`config.mk`:
```
export PLATFORM = sky130hd
export DESIGN_NAME = cg_enable_ctrl
export DESIGN_NICKNAME = d
export VERILOG_FILES = /design/src/rtl/crg_pkg.sv /design/src/rtl/crg_down_cnt.sv /design/src/rtl/cg_enable_ctrl.sv
export SDC_FILE = /design/constraint.sdc
export NUM_CORES = 1
export LEC_CHECK = 0
export BUFFER_PORTS_ARGS = -buffer_cell sky130_fd_sc_hd__buf_2
export CORE_AREA = 2 2 39 41
export DETAILED_ROUTE_END_ITERATION = 10
export DIE_AREA = 0 0 41 43
export HOLD_SLACK_MARGIN = 0.15
export PLACE_DENSITY = 0.61
export SYNTH_ARGS = -nofsm -noshare
export SYNTH_HDL_FRONTEND = slang
export SYNTH_SLANG_ARGS = --single-unit
```
`constraint.sdc`:
```
create_clock -name CLK -period 1.84 [get_ports CLK]
set_input_delay 0.368 -clock CLK [delete_from_list [all_inputs] [get_ports CLK]]
set_output_delay 0.368 -clock CLK [all_outputs]
set_load 0.005 [all_outputs]
```
`src/rtl/crg_pkg.sv`:
```
// Shared CRG definitions: clock-gate controller states, default windows and counter sizing.
package crg_pkg;

  typedef enum logic [1:0] {
    S_RUN   = 2'd0,
    S_IDLE  = 2'd1,
    S_GATED = 2'd2,
    S_WAKE  = 2'd3
  } cg_state_t;

  localparam int unsigned CG_IDLE_DEFAULT = 16;
  localparam int unsigned CG_WAKE_DEFAULT = 2;

  // Width able to hold the larger of the two windows
  function automatic int unsigned cg_cnt_width(input int unsigned a, input int unsigned b);
    int unsigned m;
    m = (a > b) ? a : b;
    return $clog2(m + 1);
  endfunction

endpackage

```
`src/rtl/crg_down_cnt.sv`:
```
// Loadable down-counter that saturates at zero; shared with the CRG reset sequencer.
module crg_down_cnt #(
  parameter int unsigned W = 4
) (
  input  logic         clk,
  input  logic         rst,
  input  logic         load,
  input  logic [W-1:0] load_val,
  input  logic         dec,
  output logic         zero
);

  logic [W-1:0] cnt_q;

  // Load wins over decrement; decrement stops at zero
  always_ff @(posedge clk) begin
    if (rst) begin
      cnt_q <= '0;
    end else if (load) begin
      cnt_q <= load_val;
    end else if (dec && (cnt_q != '0)) begin
      cnt_q <= cnt_q - W'(1);
    end
  end

  assign zero = (cnt_q == '0);

endmodule

```
`src/rtl/cg_enable_ctrl.sv`:
```
// Idle-detect enable controller for a CRG clock-gate cell.
// Optional FORCE_ON override compiled in with `define CG_FORCE_ON_EN.
module cg_enable_ctrl
  import crg_pkg::*;
#(
  parameter int unsigned IDLE_CYCLES = CG_IDLE_DEFAULT,
  parameter int unsigned WAKE_CYCLES = CG_WAKE_DEFAULT
) (
  input  logic CLK,
  input  logic RST,
  input  logic ACTIVE,
  input  logic SLEEP_REQ,
  input  logic WAKE_REQ,
`ifdef CG_FORCE_ON_EN
  input  logic FORCE_ON,
`endif
  output logic EN,
  output logic GATED,
  output logic WAKE_DONE
);

  localparam int unsigned CNT_W = cg_cnt_width(IDLE_CYCLES, WAKE_CYCLES);

  cg_state_t        state_q;
  cg_state_t        state_nx;
  logic             force_on;
  logic             qual;
  logic             cnt_load;
  logic [CNT_W-1:0] cnt_load_val;
  logic             cnt_dec;
  logic             cnt_zero;
  logic             wake_done_nx;

`ifdef CG_FORCE_ON_EN
  assign force_on = FORCE_ON;
`else
  assign force_on = 1'b0;
`endif

  // Any wake source makes the cycle non-qualifying, so wake always beats sleep
  assign qual = SLEEP_REQ & ~ACTIVE & ~WAKE_REQ & ~force_on;

  crg_down_cnt #(
    .W (CNT_W)
  ) u_cnt (
    .clk      (CLK),
    .rst      (RST),
    .load     (cnt_load),
    .load_val (cnt_load_val),
    .dec      (cnt_dec),
    .zero     (cnt_zero)
  );

  // Next-state, counter control and next output values
  always_comb begin
    state_nx     = state_q;
    cnt_load     = 1'b0;
    cnt_load_val = '0;
    cnt_dec      = 1'b0;
    wake_done_nx = 1'b0;
    unique case (state_q)
      S_RUN: begin
        if (qual) begin
          state_nx     = S_IDLE;
          cnt_load     = 1'b1;
          cnt_load_val = CNT_W'(IDLE_CYCLES - 1);
        end
      end
      S_IDLE: begin
        if (!qual) begin
          state_nx = S_RUN;
        end else if (cnt_zero) begin
          state_nx = S_GATED;
        end else begin
          cnt_dec = 1'b1;
        end
      end
      S_GATED: begin
        if (!qual) begin
          state_nx     = S_WAKE;
          cnt_load     = 1'b1;
          cnt_load_val = CNT_W'(WAKE_CYCLES - 1);
        end
      end
      S_WAKE: begin
        if (cnt_zero) begin
          state_nx     = S_RUN;
          wake_done_nx = 1'b1;
        end else begin
          cnt_dec = 1'b1;
        end
      end
      default: state_nx = S_RUN;
    endcase
  end

  // Outputs follow the post-edge state so EN only moves on rising CLK
  always_ff @(posedge CLK) begin
    if (RST) begin
      state_q   <= S_RUN;
      EN        <= 1'b1;
      GATED     <= 1'b0;
      WAKE_DONE <= 1'b0;
    end else begin
      state_q   <= state_nx;
      EN        <= (state_nx != S_GATED);
      GATED     <= (state_nx == S_GATED);
      WAKE_DONE <= wake_done_nx;
    end
  end

endmodule
```
==> results of run 1 <==
[state kept, by name, summed over array words and instances, names as in the netlist]
register / cells
WAKE_DONE: 1
state_q: 2
EN: 1
u_cnt.cnt_q: 5
GATED: 1
[critical path: cells and delay by family (launching register included)]
| family | cells | cell delay, ns |
|---|---|---|
| DFF | 1 | 0.36 |
| and+or+nand+nor | 1 | 0.52 |
| buffers and inverters | 1 | 0.09 |
| AOI/OAI and AO/OA | 3 | 0.38 |
| adders and majority gates | 1 | 0.28 |
[layout by cell type (no fill, tap or decap), types with 2 or more instances in the layout]
cell | Yosys | routed
inv_1 | 3 | 3
nand2_1 | 8 | 8
a21oi_1 | 4 | 4
nor2_1 | 3 | 3
clkbuf_4 | 0 | 3
a211oi_1 | 3 | 3
nor3_1 | 2 | 2
buf_2 | 1 | 7
dfxtp_1 | 10 | 10
a211oi_2 | 2 | 2
[report_power, final]
part | internal [W] | total (W) | switching [W]
logic | 0.0000306 | 0.0000642 | 0.0000336
registers | 0.000223 | 0.000231 | 0.00000786
clock network | 0.0000755 | 0.000149 | 0.0000734
total | 0.000329 | 0.000444 | 0.000115
[per-stage QoR]
stage | power (W) | std cells | setup WS [ns] | utilization | hold slack (ns)
2_1_floorplan | 0.000285 | 58 | 0.290 | - | 0.462
3_3_place_gp | 0.000299 | 79 | 0.186 | 0.420 | 0.489
3_5_place_dp | 0.000300 | 79 | 0.164 | 0.420 | 0.488
4_1_cts | 0.000449 | 82 | 0.143 | 0.437 | 0.368
5_1_grt | 0.000471 | 82 | 0.0174 | 0.437 | 0.372
6_report | 0.000444 | 82 | 0.133 | 0.437 | 0.365
[layer usage]
metal / share of wire / wire [um] / up-vias
li1: - / - / 227
met1: 0.50 / 483 / 213
met2: 0.42 / 410 / 9
met3: 0.040 / 39 / 5
met4: 0.040 / 39 / 0
met5: 0 / 0 / -
[area by class of cell]
| cell class | count | area, um2 | area share |
|---|---|---|---|
| Multi-Input combinational cell | 42 | 308 | 0.509 |
| Sequential cell | 10 | 200 | 0.331 |
| Timing Repair Buffer | 8 | 42.5 | 0.0704 |
| Clock buffer | 3 | 22.5 | 0.0373 |
| Tap cell | 16 | 20.0 | 0.0331 |
| Inverter | 3 | 11.3 | 0.0186 |
[logic make-up after synthesis]
kind of cell               synth area share
AOI/OAI and AO/OA                     0.212
adders and majority gates            0.0230
and+or+nand+nor                       0.286
DFF                                   0.369
buffers and inverters                0.0645
muxes                                0.0461
[path summary, 6_finish.rpt]
check / to / startpoint / depth (start not counted) / slack, ns
hold / removal: EN / WAKE_REQ / 3 / 0.37
setup / recovery: u_cnt.cnt_q[0] / u_cnt.cnt_q[0] / 6 / 0.13
setup reg to reg: u_cnt.cnt_q[0] / u_cnt.cnt_q[0] / 6 / 0.13
hold reg to reg: u_cnt.cnt_q[4] / u_cnt.cnt_q[4] / 2 / 0.50
==> impl_results.md, run 1 <==
- GRT Residual Overflow: 0
- Gate Count Post-Synth: 58
- Outcome: completed
- Die width: 41 um
- CTS Buf Count: 3
- Leakage: 0.223 nW
- GP Congestion: 0.859
- Commonest cells post-synth: 10 x dfxtp_1, 8 x nand2_1, 4 x a21oi_1
- Met2 Use GR: 0.197
- Relative slew slack: 0.743
- Clock-pin slew on the worst setup and hold paths: 0.06 ns
- Syn-to-layout area delta: 11.3%
- GR peak layer: met2
- Global-route wire length before repair: approximately 1700 um
- Area share of the largest cell type after synthesis: 0.369
- Met3 Usage GRT: 0.0628
- Post-CTS sizing: 0
- CP peak stage delay: 0.52 ns
- PD cells: 734 mW/mm2
- Die ar.: between 0.0015 and 0.002 mm2
- TritonCTS clock tree: built
- Detailed placement HPWL: 702 um
- H-tree depth: 1
- Clock Path Buffers: 2
- Post-synth top flop: dfxtp_1
- Port bufs: 7
- CP startpoint kind: register
- Floorplan row count: 14
- Slowest CP cell: or4b_4
- Post-synth ARST share: 0
- Post-synth cell types: 31
- Top-count cell post-synth: dfxtp_1
- Diodes inserted: 0
- Worst Skew: 0.00480 ns
- Initial antenna violation count: 0
- Drt initial violations: 6
- I/O pin total: 8
- Largest net degree at the start of global routing: 11
- Syn Nets: 64
- IR drop worst, VDD: between 0.2 and 0.3 mV
- Vias per inst: 5.54
- Share of layout cells above drive strength 1: 0.288
- Clock root buffer: clkbuf_4
- # Post-CTS Setup Buffers: 0
- Drt wl/cell: roughly 12 um
- Final setup TNS: 0 ns
- Setup violators final: 0
- Post-cts hold buffer count: 0
- Leading post-synthesis cells by cell area: dfxtp_1 37%, nand2_1 5.5%, a211oi_2 4.6%
- Register area share after synthesis: 0.369
- Arrival time at the worst endpoint: 1.89 ns
- Fin nets: 74
- Top cell type by total area after synthesis: dfxtp_1
- YS warnings: 0
- Core area: 0.00138 mm2
- Crit. End Element: register
- Vias: ~450
- Dpl cell area: 582 um2
- GRT met1 Usage: 0.181
- Post-Syn Area: roughly 540 um2
- Worst Hold Class: input port to register
- All-layer global routing usage: 0.153
- Worst-path fanout max: 7
- Worst-Skew Late Latency: 0.27 ns
- Syn_area_per_cell: 9.36 um2
- Kind of critical path: register to register
- Worst slew pin tran: 0.385 ns
- Post-synth EDFFs: 0
- 1st-pass router iterations: 4
- Required time of the critical path: 2.03 ns
- Max Slew Vio Count: 0
- Hold Fails Final Rpt: 0
- Crit share post-route: 0.928
- ANT nets after route: 0
- Cell area after layout: roughly 600 um2
- Number of global-route vias before repair: between 400 and 500
- RSZ-0062 raised after global routing: no
- Initial Util: 0.392
- DR DRC count: 0
- Fill cells: 146
- Max frequency: 586 MHz
- CP cell instances: inv_1 -> ha_1 -> or4b_4 -> o211ai_2 -> o21ai_1 -> a211oi_2
- Max_cap viols: 0
- CTS Sinks: 10
- Yosys reg bits: 10
- Minimum clock period: 1.71 ns
- WL final: 973 um
- Die H: 43 um
No activity file was read; power rests on OpenSTA's default activity.
==> inputs of run 2 (changes only) <==
--- a/config.mk
+++ b/config.mk
@@ -6,11 +6,11 @@
 export NUM_CORES = 1
 export LEC_CHECK = 0
 export BUFFER_PORTS_ARGS = -buffer_cell sky130_fd_sc_hd__buf_2
-export CORE_AREA = 2 2 39 41
+export CORE_MARGIN = 2
+export CORE_UTILIZATION = 30
 export DETAILED_ROUTE_END_ITERATION = 10
-export DIE_AREA = 0 0 41 43
 export HOLD_SLACK_MARGIN = 0.15
-export PLACE_DENSITY = 0.61
+export PLACE_DENSITY = 0.48
 export SYNTH_ARGS = -nofsm -noshare
 export SYNTH_HDL_FRONTEND = slang
 export SYNTH_SLANG_ARGS = --single-unit
==> impl_results.md, run 2 (synthesis gave the netlist of run 1 again) <==
- WL final: 1070 um
- 1st-pass router iterations: 4
- Crit. End Element: register
- Commonest non-fill, non-tap cell in the layout: dfxtp_1
- ANT nets after route: 0
- Die H: 46.5 um
- Fin cells: 93
- Initial Util: 0.318
- Cell area after layout: 637 um2
- Worst-Skew Late Latency: 0.27 ns
- # Post-CTS Setup Buffers: 0
- H-tree depth: 1
- Kind of critical path: register to register
- Vias: ~450
- Share of layout cells above drive strength 1: 0.309
- Clock Path Buffers: 2
- All-layer global routing usage: 0.119
- Worst Skew: 0.00250 ns
- Vias per inst: 4.88
- Drt initial violations: 5
- Die width: 46.5 um
- Detailed placement HPWL: roughly 760 um
- Max Slew Vio Count: 0
- Clock-pin slew on the worst setup and hold paths: 0.07 ns
- Post-CTS sizing: 0
- Number of global-route vias before repair: 372
- Final setup TNS: 0 ns
- Largest regs: u_cnt.cnt_q (5), state_q (2)
- Crit share post-route: 0.916
- Fill cells: 183
- Syn-to-layout area delta: 17.3%
- TritonCTS clock tree: built
- I/O pin total: 8
- Placed Cells: 89
- Relative slew slack: 0.764
- Number of flip-flops in the largest register: 5
- Diodes inserted: 0
- Leakage: around 0.24 nW
- Post-Place Worst Slack: 0.169 ns
- Arrival time at the worst endpoint: 1.88 ns
- PD cells: 779 mW/mm2
- CTS Buf Count: 3
- Commonest non-fill, non-tap cells in the layout: 10 x dfxtp_1, 8 x nand2_1, 7 x buf_2
- Max frequency: between 500 and 600 MHz
- Drt wl/cell: 11.5 um
- Worst Hold Class: input port to register
- Die ar.: about 0.0022 mm2
- Worst-path fanout max: 7
- DR DRC count: 0
- Fin nets: 75
- Hold Fails Final Rpt: 0
- R2r setup slk: 0.15 ns
- Outcome: completed
- Minimum clock period: ~1.7 ns
- IR drop worst, VDD: 0.393 mV
- Post-cts hold buffer count: 0
- Clock root buffer: clkbuf_4
- Floorplan row count: 15
- GP Congestion: 0.827
- Initial antenna violation count: 0
- Largest Register: u_cnt.cnt_q
- Global-route wire length before repair: approximately 1800 um
- CP startpoint kind: register
- Core area: 0.00171 mm2
- Setup violators final: 0
- CTS Sinks: 10
- Post-route setup slack: around 0.15 ns
- GRT Residual Overflow: 0
- Required time of the critical path: 2.03 ns
- Worst slew pin tran: 0.344 ns
- Largest net degree at the start of global routing: 11
- RSZ-0062 raised after global routing: no
- Max_cap viols: 0
- Dpl cell area: 601 um2
- Port bufs: 7
[run 2: cell types whose count changed in the layout (fill, tap and decap cells not counted)]
cell	delta
clkbuf_8	+1
buf_4	+1
[run 2: final timing paths]
check | start | end | cells after the start
worst max register to register | u_cnt.cnt_q[1] | u_cnt.cnt_q[0] | 6
worst min register to register | u_cnt.cnt_q[4] | u_cnt.cnt_q[4] | 2
worst max-delay path | u_cnt.cnt_q[1] | u_cnt.cnt_q[0] | 6
worst min-delay path | RST | u_cnt.cnt_q[0] | 2
[run 2: area by class of cell]
cell class	count	area, um2	share of cell area
multi-input cells	42	308	0.483
flip-flops and latches	10	200	0.314
repair buffers	9	50.0	0.0786
clock buffers	4	36.3	0.0570
well taps	25	31.3	0.0491
inverters	3	11.3	0.0177
[run 2: through the flow]
step / hold WS (ns) / utilization / total power [W]
after floorplan: 0.462 / - / 0.000285
after global placement: 0.504 / 0.352 / 0.000302
after detailed placement: 0.492 / 0.352 / 0.000302
after CTS: 0.402 / 0.373 / 0.000504
after global routing: 0.405 / 0.373 / 0.000527
final: 0.412 / 0.373 / 0.000496
[run 2: layer usage]
metal | up-vias | global-route usage | routed length (um)
met5 | - | 0 | 0
met3 | 2 | 0.0588 | 57
met2 | 10 | 0.150 | 460
met4 | 0 | 0.0514 | 13
met1 | 208 | 0.164 | 543
li1 | 234 | - | -
[run 2: power breakdown]
| group | leakage, nW | total, W | switching (W) | internal (W) |
|---|---|---|---|---|
| logic | 0.133 | 0.0000657 | 0.0000342 | 0.0000315 |
| registers | 0.0812 | 0.000231 | 0.00000828 | 0.000223 |
| clock network | 0.0210 | 0.000199 | 0.0000791 | 0.000120 |
[run 2: critical path: stages, from the launching register on]
cell and delay [ns]:
dfxtp_1 0.32, inv_1 0.10, ha_1 0.29, or4b_4 0.51, o211ai_2 0.08, o21ai_1 0.09
a211oi_2 0.20
==> inputs of run 3 (changes only) <==
--- a/config.mk
+++ b/config.mk
@@ -6,6 +6,7 @@
 export NUM_CORES = 1
 export LEC_CHECK = 0
 export BUFFER_PORTS_ARGS = -buffer_cell sky130_fd_sc_hd__buf_2
+export CORE_ASPECT_RATIO = 1.25
 export CORE_MARGIN = 2
 export CORE_UTILIZATION = 30
 export DETAILED_ROUTE_END_ITERATION = 10
==> constraint.sdc (replaced) <==
create_clock -name CLK -period 1.84 [get_ports CLK]
set_input_delay 0.368 -clock CLK [delete_from_list [all_inputs] [get_ports CLK]]
set_output_delay 0.368 -clock CLK [all_outputs]
set_load 0.02 [all_outputs]
==> impl_results.md, run 3 (synthesis gave the netlist of run 1 again) <==
- Setup violators final: 0
- Initial Util: 0.311
- Floorplan row count: 17
- DR DRC count: 0
- WL final: between 1000 and 1500 um
- Global-route wire length before repair: approximately 1700 um
- Initial antenna violation count: 0
- GRT Residual Overflow: 0
- Number of flip-flops in the largest register: 5
- TritonCTS clock tree: built
- CTS Sinks: 10
- All-layer global routing usage: 0.110
- Core area: 0.00174 mm2
- Post-CTS sizing: 0
- Fin nets: 75
- IR drop worst, VDD: 0.413 mV
- Drt initial violations: 6
- Max frequency: around 600 MHz
- Post-route setup slack: 0.170 ns
- Max_cap viols: 0
- Detailed placement HPWL: 763 um
- Vias: approximately 440
- Share of layout cells above drive strength 1: 0.299
- Syn-to-layout area delta: 13.4%
- Largest regs: u_cnt.cnt_q (5), state_q (2)
- Clock root buffer: clkbuf_4
- Commonest non-fill, non-tap cell in the layout: dfxtp_1
- 1st-pass router iterations: 4
- RSZ-0062 raised after global routing: no
- Final setup TNS: 0 ns
- Relative slew slack: 0.764
- FF-to-FF End: u_cnt.cnt_q[0]
- Number of global-route vias before repair: 380
- ANT nets after route: 0
- Worst slew pin tran: 0.354 ns
- Leakage: 0.228 nW
- Die H: slightly above 50 um
- Diodes inserted: 0
- Hold Fails Final Rpt: 0
- Post-cts hold buffer count: 0
- PD cells: 716 mW/mm2
- Largest net degree at the start of global routing: 11
- Worst setup path startpoint: u_cnt.cnt_q[0]
- Max Slew Vio Count: 0
- CTS Buf Count: 3
- H-tree depth: 1
- Minimum clock period: 1.67 ns
- Outcome: completed
- # Post-CTS Setup Buffers: 0
- Kind of critical path: register to register
- CP startpoint kind: register
- Clock Path Buffers: 2
- Port bufs: 7
- Commonest non-fill, non-tap cells in the layout: 10 x dfxtp_1, 8 x nand2_1, 7 x buf_2
- Worst Hold Class: input port to register
- Die width: 42.1 um
- RR Startpoint: u_cnt.cnt_q[0]
- Worst-Skew Late Latency: 0.26 ns
- Worst reg2reg path depth: 6
- I/O pin total: 8
- Vias per inst: roughly 5
- Clock-pin slew on the worst setup and hold paths: 0.06 ns
- Drt wl/cell: around 12 um
- Die ar.: 0.00217 mm2
- R2r setup slk: 0.17 ns
- Largest Register: u_cnt.cnt_q
- Crit share post-route: 0.908
- Worst-path fanout max: 7
- Worst Skew: 0.00155 ns
- Crit path to: u_cnt.cnt_q[0]
- Fill cells: 195
- GP Congestion: 0.801
- Arrival time at the worst endpoint: 1.86 ns
- Required time of the critical path: 2.03 ns
- Post-Place Worst Slack: 0.179 ns
- Crit. End Element: register
-- run 3: changes by cell type in the layout (fill, tap and decap cells not counted), sizes merged --
cell,delta
clkbuf,-1
-- run 3: per-layer routing --
metal / track usage / vias to the layer above / wire length, um
li1: - / 231 / -
met5: 0 / - / 0
met3: 0.0625 / 2 / 59
met2: 0.177 / 10 / 510
met1: 0.113 / 196 / 457
met4: 0.0625 / 0 / 25
-- run 3: worst min-delay path by stage --
| stage | from | end | depth (start not counted) |
|---|---|---|---|
| final | RST | u_cnt.cnt_q[0] | 2 |
| after global routing | RST | u_cnt.cnt_q[0] | 2 |
| after floorplan | u_cnt.cnt_q[4] | u_cnt.cnt_q[4] | 2 |
| after CTS | RST | u_cnt.cnt_q[0] | 2 |
| after detailed placement | u_cnt.cnt_q[4] | u_cnt.cnt_q[4] | 2 |
| after global placement | u_cnt.cnt_q[4] | u_cnt.cnt_q[4] | 2 |
-- run 3: cell type report --
class	instances	area (um2)	area share
Timing Repair Buffer	9	50.0	0.0813
Multi-Input combinational cell	42	308	0.500
Tap cell	19	23.8	0.0386
Inverter	3	11.3	0.0183
Clock buffer	3	22.5	0.0366
Sequential cell	10	200	0.325
-- run 3: power by group --
| part | internal [W] | switching [W] | leakage, nW |
|---|---|---|---|
| sequential | 0.000223 | 0.00000782 | 0.0812 |
| clock | 0.0000753 | 0.0000689 | 0.0138 |
| combinational | 0.0000315 | 0.0000343 | 0.133 |
| total | 0.000330 | 0.000111 | 0.228 |
-- run 3: stage by stage --
step | area (um2) | instances | hold WS, ns | total power, W | util
floorplan | 543 | 58 | 0.462 | 0.000285 | -
global placement | 593 | 83 | 0.504 | 0.000301 | 0.340
detailed placement | 593 | 83 | 0.500 | 0.000301 | 0.340
CTS | 616 | 86 | 0.401 | 0.000453 | 0.353
global route | 616 | 86 | 0.400 | 0.000474 | 0.353
finish | 616 | 86 | 0.407 | 0.000441 | 0.353
-- run 3: worst max-delay path, cell delays in order (launching register included) --
cell,delay [ns]
dfxtp_1,0.35
inv_1,0.09
ha_1,0.27
or4b_4,0.52
o211ai_2,0.08
o21ai_1,0.09
a211oi_2,0.20
